### config.mk
export PLATFORM = sky130hd
export DESIGN_NAME = gf2n_power_seq_flat
export DESIGN_NICKNAME = d
export VERILOG_FILES = /design/src/rtl/gf2n_power_seq_if.sv /design/src/rtl/gf2n_power_seq.sv /design/src/flat_wrapper.sv
export SDC_FILE = /design/constraint.sdc
export NUM_CORES = 1
export LEC_CHECK = 0
export BUFFER_PORTS_ARGS = -buffer_cell sky130_fd_sc_hd__buf_4
export CAP_MARGIN = 0
export CORE_ASPECT_RATIO = 0.5
export CORE_MARGIN = 4
export CORE_UTILIZATION = 50
export DETAILED_ROUTE_END_ITERATION = 8
export GPL_TIMING_DRIVEN = 0
export PLACE_DENSITY = 0.69
export SYNTH_ARGS = -nofsm -noshare
export SYNTH_HDL_FRONTEND = slang
export SYNTH_SLANG_ARGS = --single-unit
### constraint.sdc
create_clock -name clk -period 7 [get_ports clk]
set_input_delay 0.35 -clock clk [delete_from_list [all_inputs] [get_ports clk]]
set_output_delay 0.35 -clock clk [all_outputs]
set_load 0.01 [all_outputs]
### src/rtl/gf2n_power_seq_if.sv
// Handshake bundle for gf2n_power_seq: operand channel (x, e) and result channel.
interface gf2n_power_seq_if #(
    parameter int N     = 6,
    parameter int EXP_W = 6
);
    logic             in_valid;
    logic             in_ready;
    logic [N-1:0]     in_data;
    logic [EXP_W-1:0] in_exp;
    logic             out_valid;
    logic             out_ready;
    logic [N-1:0]     out_data;

    // Operand source / result sink side
    modport master (
        output in_valid,
        output in_data,
        output in_exp,
        output out_ready,
        input  in_ready,
        input  out_valid,
        input  out_data
    );

    // Power-map engine side
    modport slave (
        input  in_valid,
        input  in_data,
        input  in_exp,
        input  out_ready,
        output in_ready,
        output out_valid,
        output out_data
    );
endinterface

### src/rtl/gf2n_power_seq.sv
// Sequential power-map engine: y = x^e in GF(2^N), polynomial basis given by POLY.
// Constant-time MSB-first square-and-multiply, one iteration per clock, EXP_W
// iterations per operand, behind a valid/ready handshake.
module gf2n_power_seq #(
    parameter int         N     = 6,
    parameter logic [N:0] POLY  = 7'h43,
    parameter int         EXP_W = 6
) (
    input  logic              clk,
    input  logic              rst,
    gf2n_power_seq_if.slave   bus,
    output logic              busy
);

    localparam int         CNT_W = (EXP_W > 1) ? $clog2(EXP_W) : 1;
    localparam logic [N-1:0] ONE = {{(N-1){1'b0}}, 1'b1};

    // A polynomial without the x^N or x^0 term is not a valid field modulus.
    if (POLY[N] == 1'b0 || POLY[0] == 1'b0) begin : g_bad_poly
        $error("gf2n_power_seq: POLY must have bits N and 0 set");
    end

    typedef enum logic [1:0] {
        IDLE,
        RUN,
        DONE
    } state_t;

    state_t           state;
    logic [N-1:0]     acc;
    logic [N-1:0]     base;
    logic [EXP_W-1:0] exp_r;
    logic [CNT_W-1:0] cnt;
    logic             out_valid_r;
    logic [N-1:0]     out_data_r;
    logic             busy_r;

    logic             in_ready_w;
    logic             accept;
    logic [N-1:0]     sq;
    logic [N-1:0]     mul_op;
    logic [N-1:0]     acc_nxt;

    // Multiply by alpha, reducing the overflow term with POLY.
    function automatic logic [N-1:0] xtime(input logic [N-1:0] a);
        logic [N-1:0] t;
        t = a << 1;
        if (a[N-1]) begin
            t = t ^ POLY[N-1:0];
        end
        return t;
    endfunction

    // Shift-and-reduce field multiply: accumulate a*alpha^i for each set bit of b.
    function automatic logic [N-1:0] gf_mul(input logic [N-1:0] a, input logic [N-1:0] b);
        logic [N-1:0] p;
        logic [N-1:0] t;
        p = '0;
        t = a;
        for (int unsigned i = 0; i < N; i++) begin
            if (b[i]) begin
                p = p ^ t;
            end
            t = xtime(t);
        end
        return p;
    endfunction

    assign in_ready_w    = (state == IDLE) | ((state == DONE) & bus.out_ready);
    assign accept        = bus.in_valid & in_ready_w;
    assign bus.in_ready  = in_ready_w;
    assign bus.out_valid = out_valid_r;
    assign bus.out_data  = out_data_r;
    assign busy          = busy_r;

    // One square-and-multiply step: acc^2 * (current exponent bit ? base : 1).
    always_comb begin
        sq      = gf_mul(acc, acc);
        mul_op  = exp_r[cnt] ? base : ONE;
        acc_nxt = gf_mul(sq, mul_op);
    end

    // Control FSM with registered handshake outputs and datapath registers.
    always_ff @(posedge clk) begin
        if (rst) begin
            state       <= IDLE;
            acc         <= '0;
            base        <= '0;
            exp_r       <= '0;
            cnt         <= '0;
            out_valid_r <= 1'b0;
            out_data_r  <= '0;
            busy_r      <= 1'b0;
        end else begin
            case (state)
                RUN: begin
                    acc <= acc_nxt;
                    if (cnt == '0) begin
                        state       <= DONE;
                        out_valid_r <= 1'b1;
                        out_data_r  <= acc_nxt;
                        busy_r      <= 1'b0;
                    end else begin
                        cnt <= cnt - 1'b1;
                    end
                end
                IDLE, DONE: begin
                    // Retire first; a same-edge accept below overrides the IDLE target.
                    if (state == DONE && bus.out_ready) begin
                        out_valid_r <= 1'b0;
                        state       <= IDLE;
                    end
                    if (accept) begin
                        base   <= bus.in_data;
                        exp_r  <= bus.in_exp;
                        acc    <= ONE;
                        cnt    <= CNT_W'(EXP_W - 1);
                        busy_r <= 1'b1;
                        state  <= RUN;
                    end
                end
                default: begin
                    state <= IDLE;
                end
            endcase
        end
    end

endmodule
### src/flat_wrapper.sv
// flat-port wrapper written by rule: the top's interface ports become plain ports
module gf2n_power_seq_flat 
#(
    parameter int         N     = 6,
    parameter logic [N:0] POLY  = 7'h43,
    parameter int         EXP_W = 6
)
  (clk, rst, busy, bus_in_valid, bus_in_data, bus_in_exp, bus_out_ready, bus_in_ready, bus_out_valid, bus_out_data);
  gf2n_power_seq_if #(.N(N), .EXP_W(EXP_W)) bus_i ();
  input  logic clk;
  input  logic rst;
  output logic busy;
  input wire logic [$bits(bus_i.in_valid)-1:0] bus_in_valid;
  input wire logic [$bits(bus_i.in_data)-1:0] bus_in_data;
  input wire logic [$bits(bus_i.in_exp)-1:0] bus_in_exp;
  input wire logic [$bits(bus_i.out_ready)-1:0] bus_out_ready;
  output wire logic [$bits(bus_i.in_ready)-1:0] bus_in_ready;
  output wire logic [$bits(bus_i.out_valid)-1:0] bus_out_valid;
  output wire logic [$bits(bus_i.out_data)-1:0] bus_out_data;
  assign bus_i.in_valid = bus_in_valid;
  assign bus_i.in_data = bus_in_data;
  assign bus_i.in_exp = bus_in_exp;
  assign bus_i.out_ready = bus_out_ready;
  assign bus_in_ready = bus_i.in_ready;
  assign bus_out_valid = bus_i.out_valid;
  assign bus_out_data = bus_i.out_data;
  gf2n_power_seq #(.N(N), .POLY(POLY), .EXP_W(EXP_W)) u_core (.clk(clk), .rst(rst), .bus(bus_i), .busy(busy));
endmodule
After elaboration in Yosys (flattened, before gate mapping)
Index checks and enable logic that the tools add are counted.
{ "totals": {"reg_bits": 31, "in_bits": 16, "elab_cells": 92, "out_inout_bits": 9} }
{ "classes": {"add_sub_neg": 1, "reduce_logical": 12, "magnitude_cmp": 1, "bitwise": 23, "n_eq_ne": 7, "n_mux": 40} }
{ "op_table": {"columns": ["op", "count"], "rows": [
  ["$mux 6", 14],
  ["$xor 6x6->6", 10],
  ["$mux 2", 13],
  ["$not 2->2", 10],
  ["$pmux 6 s2", 1],
  ["$reduce_and 3->1", 3],
  ["$reduce_and 2->1", 4],
  ["$mux 3", 2],
  ["$ne 2x1->1 const B", 3],
  ["$pmux 3 s2", 1],
  ["$mux 1", 5],
  ["$lt 3x4->1 const B", 1],
  ["$pmux 1 s2", 2],
  ["$pmux 2 s2", 1],
  ["$bmux 1 s3", 1],
  ["$logic_not 3->1", 1],
  ["$ne 3x1->1 const B", 1],
  ["$sub 3x1->3 const B", 1],
  ["$and 1x1->1", 2],
  ["$eq 2x1->1 const B", 1],
  ["$eq 2x2->1 const B", 1],
  ["$logic_not 2->1", 1],
  ["$ne 2x2->1 const B", 1],
  ["$reduce_bool 2->1", 1],
  ["3 further kinds", 3]
]} }

Depth between registers and ports, before layout
{ "logic_depth": {"word_depth": 25, "mapped_depth": 11, "ltp_nobuf": 9} }

Least setup slack after synthesis
Ideal clock, no wire load.
{ "synth_timing": {"kind": "reg2reg", "start": "reg u_core.acc[5]", "end": "reg u_core.out_data_r[5], in the netlist u_core.bus.out_data[5]", "synth_period_minus_slack_ns": 2.719, "t_arrival_ns": 2.644, "setup_slack_ns": 4.281, "path_buffers": 2, "path_stages_with_launch": 12, "t_required_ns": 6.925, "setup_time_ns": 0.075, "path_cell_list": "dfxtp_1 > ha_1 > buf_2 > xnor3_1 > nor3_1 > or2_1 > buf_2 > nand2_1 > xnor3_1 > nand2_1 > xnor3_1 > o22ai_1"} }
{ "synth_between": {"elab_chain_len": 22, "elab_cells_between_ends": 27, "classes_between": "15 x mux; 12 x bitwise"} }
{ "synth_rtl": {"columns": ["element", "line", "source"], "rows": [
  ["from (decl)", "gf2n_power_seq.sv:30", "logic [N-1:0] acc;"],
  ["from (signal assigned)", "gf2n_power_seq.sv:97", "acc <= acc_nxt;"],
  ["$mux 6", "gf2n_power_seq.sv:61", "if (b[i]) begin"],
  ["$xor 6x6->6", "gf2n_power_seq.sv:62", "p = p ^ t;"],
  ["$mux 6", "gf2n_power_seq.sv:61", null],
  ["$xor 6x6->6", "gf2n_power_seq.sv:62", null],
  ["$mux 6", "gf2n_power_seq.sv:61", null],
  ["$xor 6x6->6", "gf2n_power_seq.sv:62", null],
  ["$mux 6", "gf2n_power_seq.sv:61", null],
  ["$xor 6x6->6", "gf2n_power_seq.sv:62", null],
  ["[... 6 more ...]", null, null],
  ["$xor 6x6->6", "gf2n_power_seq.sv:62", null],
  ["$mux 6", "gf2n_power_seq.sv:61", null],
  ["$xor 6x6->6", "gf2n_power_seq.sv:62", null],
  ["$mux 6", "gf2n_power_seq.sv:61", null],
  ["$xor 6x6->6", "gf2n_power_seq.sv:62", null],
  ["$mux 6", "gf2n_power_seq.sv:61", null],
  ["$xor 6x6->6", "gf2n_power_seq.sv:62", null],
  ["$mux 6 (*)", "gf2n_power_seq.sv:61", null],
  ["to (signal assigned)", "gf2n_power_seq.sv:101", "out_data_r <= acc_nxt;"],
  ["to (decl)", "gf2n_power_seq.sv:35", "logic [N-1:0] out_data_r;"]
]} }
Every way passes the cells marked *; elsewhere a longest branch is shown, timed or not.
A chain may end at the register's enable or synchronous reset.

Worst setup path after layout
{ "layout_timing": {"start": "reg u_core.acc[5]", "end": "reg u_core.out_data_r[2], in the netlist u_core.bus.out_data[2]"} }
{ "layout_between": {"elab_chain_len": 21, "elab_cells_between_ends": 33, "classes_between": "18 x mux; 15 x bitwise"} }
{ "layout_rtl": {"columns": ["element", "line", "source"], "rows": [
  ["$mux 2", "gf2n_power_seq.sv:48", "if (a[N-1]) begin"],
  ["$xor 6x6->6 / $not 2->2 (equally long branches)", null, null],
  ["$mux 6 / $mux 2 (equally long branches)", "gf2n_power_seq.sv:61, gf2n_power_seq.sv:48", null],
  ["$xor 6x6->6", "gf2n_power_seq.sv:62", null],
  ["$mux 6", "gf2n_power_seq.sv:61", null],
  ["$xor 6x6->6", "gf2n_power_seq.sv:62", null],
  ["$mux 6", "gf2n_power_seq.sv:61", null],
  ["$xor 6x6->6", "gf2n_power_seq.sv:62", null],
  ["[... 5 more ...]", null, null],
  ["$xor 6x6->6", "gf2n_power_seq.sv:62", null],
  ["$mux 6", "gf2n_power_seq.sv:61", null],
  ["$xor 6x6->6", "gf2n_power_seq.sv:62", null],
  ["$mux 6", "gf2n_power_seq.sv:61", null],
  ["$xor 6x6->6", "gf2n_power_seq.sv:62", null],
  ["$mux 6", "gf2n_power_seq.sv:61", null],
  ["$xor 6x6->6", "gf2n_power_seq.sv:62", null],
  ["$mux 6 (*)", "gf2n_power_seq.sv:61", null]
]} }
Marks and branches as above.

==> reports/metrics.cfg <==
[yosys]
synth_edf_count = 0
ys_top_cells_by_count = nand2_1 (56), dfxtp_1 (31), a21oi_1 (24), nor2_1 (20), xnor2_1 (18)
ys_async_sr_fraction_pct = 0
synth_cell_types = 56
syn_inst = 301
syn_nets = 320
yosysMostFrequentCell = nand2_1
yosys.area.top_type = dfxtp_1
ys_ff_latch = 31
synthTopCellsByArea = dfxtp_1 (26%), nand2_1 (8.8%), xnor3_1 (8.5%)
syn_area_um2 = 2382
yosys_warnings = 0
synth.top_cell.area_share_pct = 26.05
seq_area_frac_synth_pct = 26.05
synth_flop_cell = dfxtp_1
synth_area_per_cell_um2 = 7.915

[route]
met3_length_um = 370
drt-total-wl_um = 6074
top_layer = met4
wl_met1_um = 2953
dr_total_vias = 2227
remaining_drc_errors = 0
drtPass1Iterations = 4
wire_per_inst_um = 15.26
met2_length_um = 2618
antenna_left = 0
vias_per_cell = 5.595
drt-initial-drc-count = 92

[place]
dp_slack_ns = 3.922
io_buffers = 24
gp_congestion = 0.8449
dp_hpwl_um = 4634

[floorplanning]
pin_count = 25
rows = 17
die_y_um = 56.81
initial_core_util_pct = 53.08
core-area_um2 = 4488
dieArea_um2 = 6000
die_w_um = 105.6

[finish]
num_antenna_cells = 0
regArea_um2 = 620.6
multi_input_area_um2 = 1625
synthToLayoutAreaGrowth_pct = 14.71
drive_gt1_share_pct = 13.25
nets = 351
fillers = 415
fin_util_pct = 60.89

[sta]
setup_slack_ns = 3.850
relSlewSlack_pct = 51.57
whs_ns = 0.3075
clock_skew_ns = 0.003329
timing.fmax_mhz = 317.5
drv_slew = 0
rsz0062_at_grt = no
fin_crit_sh_pct = 45.00
fin_setup_tns_ns = 0
tightest_slew_ns = 0.7265
finalHoldViolations = 0
finalSetupViolCount = 0
fin_crit_ns = 3.150

[hold_path]
holdPathStages = 3
hold_path_end = u_core.base[1]
hold_class = in -> reg
min_from = bus_in_data[1]

[power_and_ir_drop]
swShare_pct = 31.26
powerDensity_nw_per_um2 = 166.6
seqPwrFrac_pct = 43.3
p_comb_share_pct = 25.4
internal_power_w = 0.0003130
peakVddDrop_mv = 0.1634
switchingPower_w = 0.0001424
p_leak_nw = 1.073
clockPowerShare_pct = 31.3

[global_route]
grt_overflow = 0
grt_max_degree = 11
grt_first_pass_wirelength_um = 10100
grt_pass1_vias = 2002
track_usage_pct = 21.05
grt_antenna_before_repair = 0

[clock_network]
cts_tree = done
path_clk_slew_ns = 0.06
cts_setup_buffers = 0
cts_made_buffers = 5
clockBufferDepth = 2
htreeDepth = 2
insertion_delay_ns = 0.28
clkSinkCount = 31
cts_root_buffer = clkbuf_8
ctsResizeCount = 0
hold_buffers = 0

[setup_path]
worstPathMaxFanout = 10
cp.required_ns = 7.15
reg2reg_depth = 11
crit-reg2reg-launch = u_core.acc[5]
start_kind = flop
timing.rr.end = u_core.bus.out_data[2]
end_kind = flop
crit_arrival_ns = 3.30
r2r_slack_ns = 3.85
critPathKind = reg -> reg

[run]
max-cap-violations = 0

[status]
status = finished clean

## power by group through the flow
stage	combinational, W	sequential (W)	clock, W
4_1_cts	0.000115	0.000197	0.000145
3_3_place_gp	0.000111	0.000200	0
5_1_grt	0.000126	0.000199	0.000157
2_1_floorplan	0.0000804	0.000200	0
3_5_place_dp	0.000114	0.000201	0
6_report	0.000116	0.000197	0.000143
## worst max-delay path by stage
stage,cells after the start,startpoint,to,slack (ns)
3_5_place_dp,11,u_core.acc[5],u_core.bus.out_data[2],3.92
4_1_cts,11,u_core.acc[5],u_core.bus.out_data[2],3.90
6_report,11,u_core.acc[5],u_core.bus.out_data[2],3.85
5_1_grt,11,u_core.acc[5],u_core.bus.out_data[2],3.67
2_1_floorplan,11,u_core.acc[5],u_core.bus.out_data[5],4.28
3_3_place_gp,11,u_core.acc[5],u_core.bus.out_data[2],3.96
## per-stage QoR
| stage | cells | power (W) | area (um2) |
|---|---|---|---|
| 5_1_grt | 398 | 0.0004818 | 2733 |
| 3_3_place_gp | 391 | 0.0003111 | 2645 |
| 4_1_cts | 398 | 0.0004571 | 2733 |
| 3_5_place_dp | 391 | 0.0003153 | 2645 |
| 2_1_floorplan | 301 | 0.0002802 | 2382 |
| 6_report | 398 | 0.0004554 | 2733 |
## critical path, cell delays in order (launching register included)
cell	delay, ns
dfxtp_1	0.39
ha_1	0.33
buf_2	0.22
xnor3_1	0.30
nor3_1	0.31
or2_1	0.15
buf_2	0.20
nand2_1	0.10
xnor3_1	0.36
mux2i_1	0.35
xor2_1	0.22
a211oi_1	0.09
## state kept, by name, indices dropped and copies added (netlist names)
| register | count |
|---|---|
| u_core.busy | 1 |
| u_core.exp_r | 6 |
| u_core.cnt | 3 |
| u_core.state | 2 |
| u_core.acc | 6 |
| u_core.bus.out_data | 6 |
| u_core.bus.out_valid | 1 |
| u_core.base | 6 |
## placed cells by master (no fill, tap or decap), types with 2 or more instances in the layout
master	netlist	layout
a211oi_1	7	7
a21oi_1	24	24
a22o_1	2	2
a311oi_1	2	2
and2_1	3	3
buf_2	4	4
buf_4	1	25
clkbuf_1	15	15
clkbuf_8	0	6
dfxtp_1	31	31
ha_1	3	3
inv_1	11	11
mux2_2	2	2
mux2i_1	6	6
nand2_1	56	56
nand2b_1	5	5
nand3_1	9	9
nand3b_1	4	4
nand4b_1	3	3
nor2_1	20	20
nor2b_1	3	3
nor3_1	5	5
nor3b_1	2	2
o2111ai_1	2	2
o21ai_0	13	13
o21ai_1	2	2
o22ai_1	2	2
o41ai_1	2	2
or3_1	2	2
or4_1	3	3
xnor2_1	18	18
xnor3_1	9	9
xor2_1	6	6
## kinds of logic after synthesis
group	count (synthesis)	synth area share (%)
adders and majority gates	3	1.576
muxes	9	4.412
xor gates and xnor gates	34	18.38
buffers and inverters	32	5.725
and+or+nand+nor	122	24.95
AOI/OAI and AO/OA	70	18.91
DFF	31	26.05
## per-layer routing
metal	vias up	global-route usage, %
met5	-	0
met4	0	5.904
met3	12	5.511
met2	58	31.52
met1	1033	29.80
li1	1124	-
## layout make-up
type | instances | share of cell area, %
flip-flops and latches | 31 | 22.71
multi-input cells | 238 | 59.48
well taps | 66 | 3.022
plain buffers | 21 | 3.480
inverters | 11 | 1.511
clock inverters | 1 | 0.1832
clock buffers | 6 | 3.022
repair buffers | 24 | 6.593
Note: power is estimated with default switching activity, not from simulation.
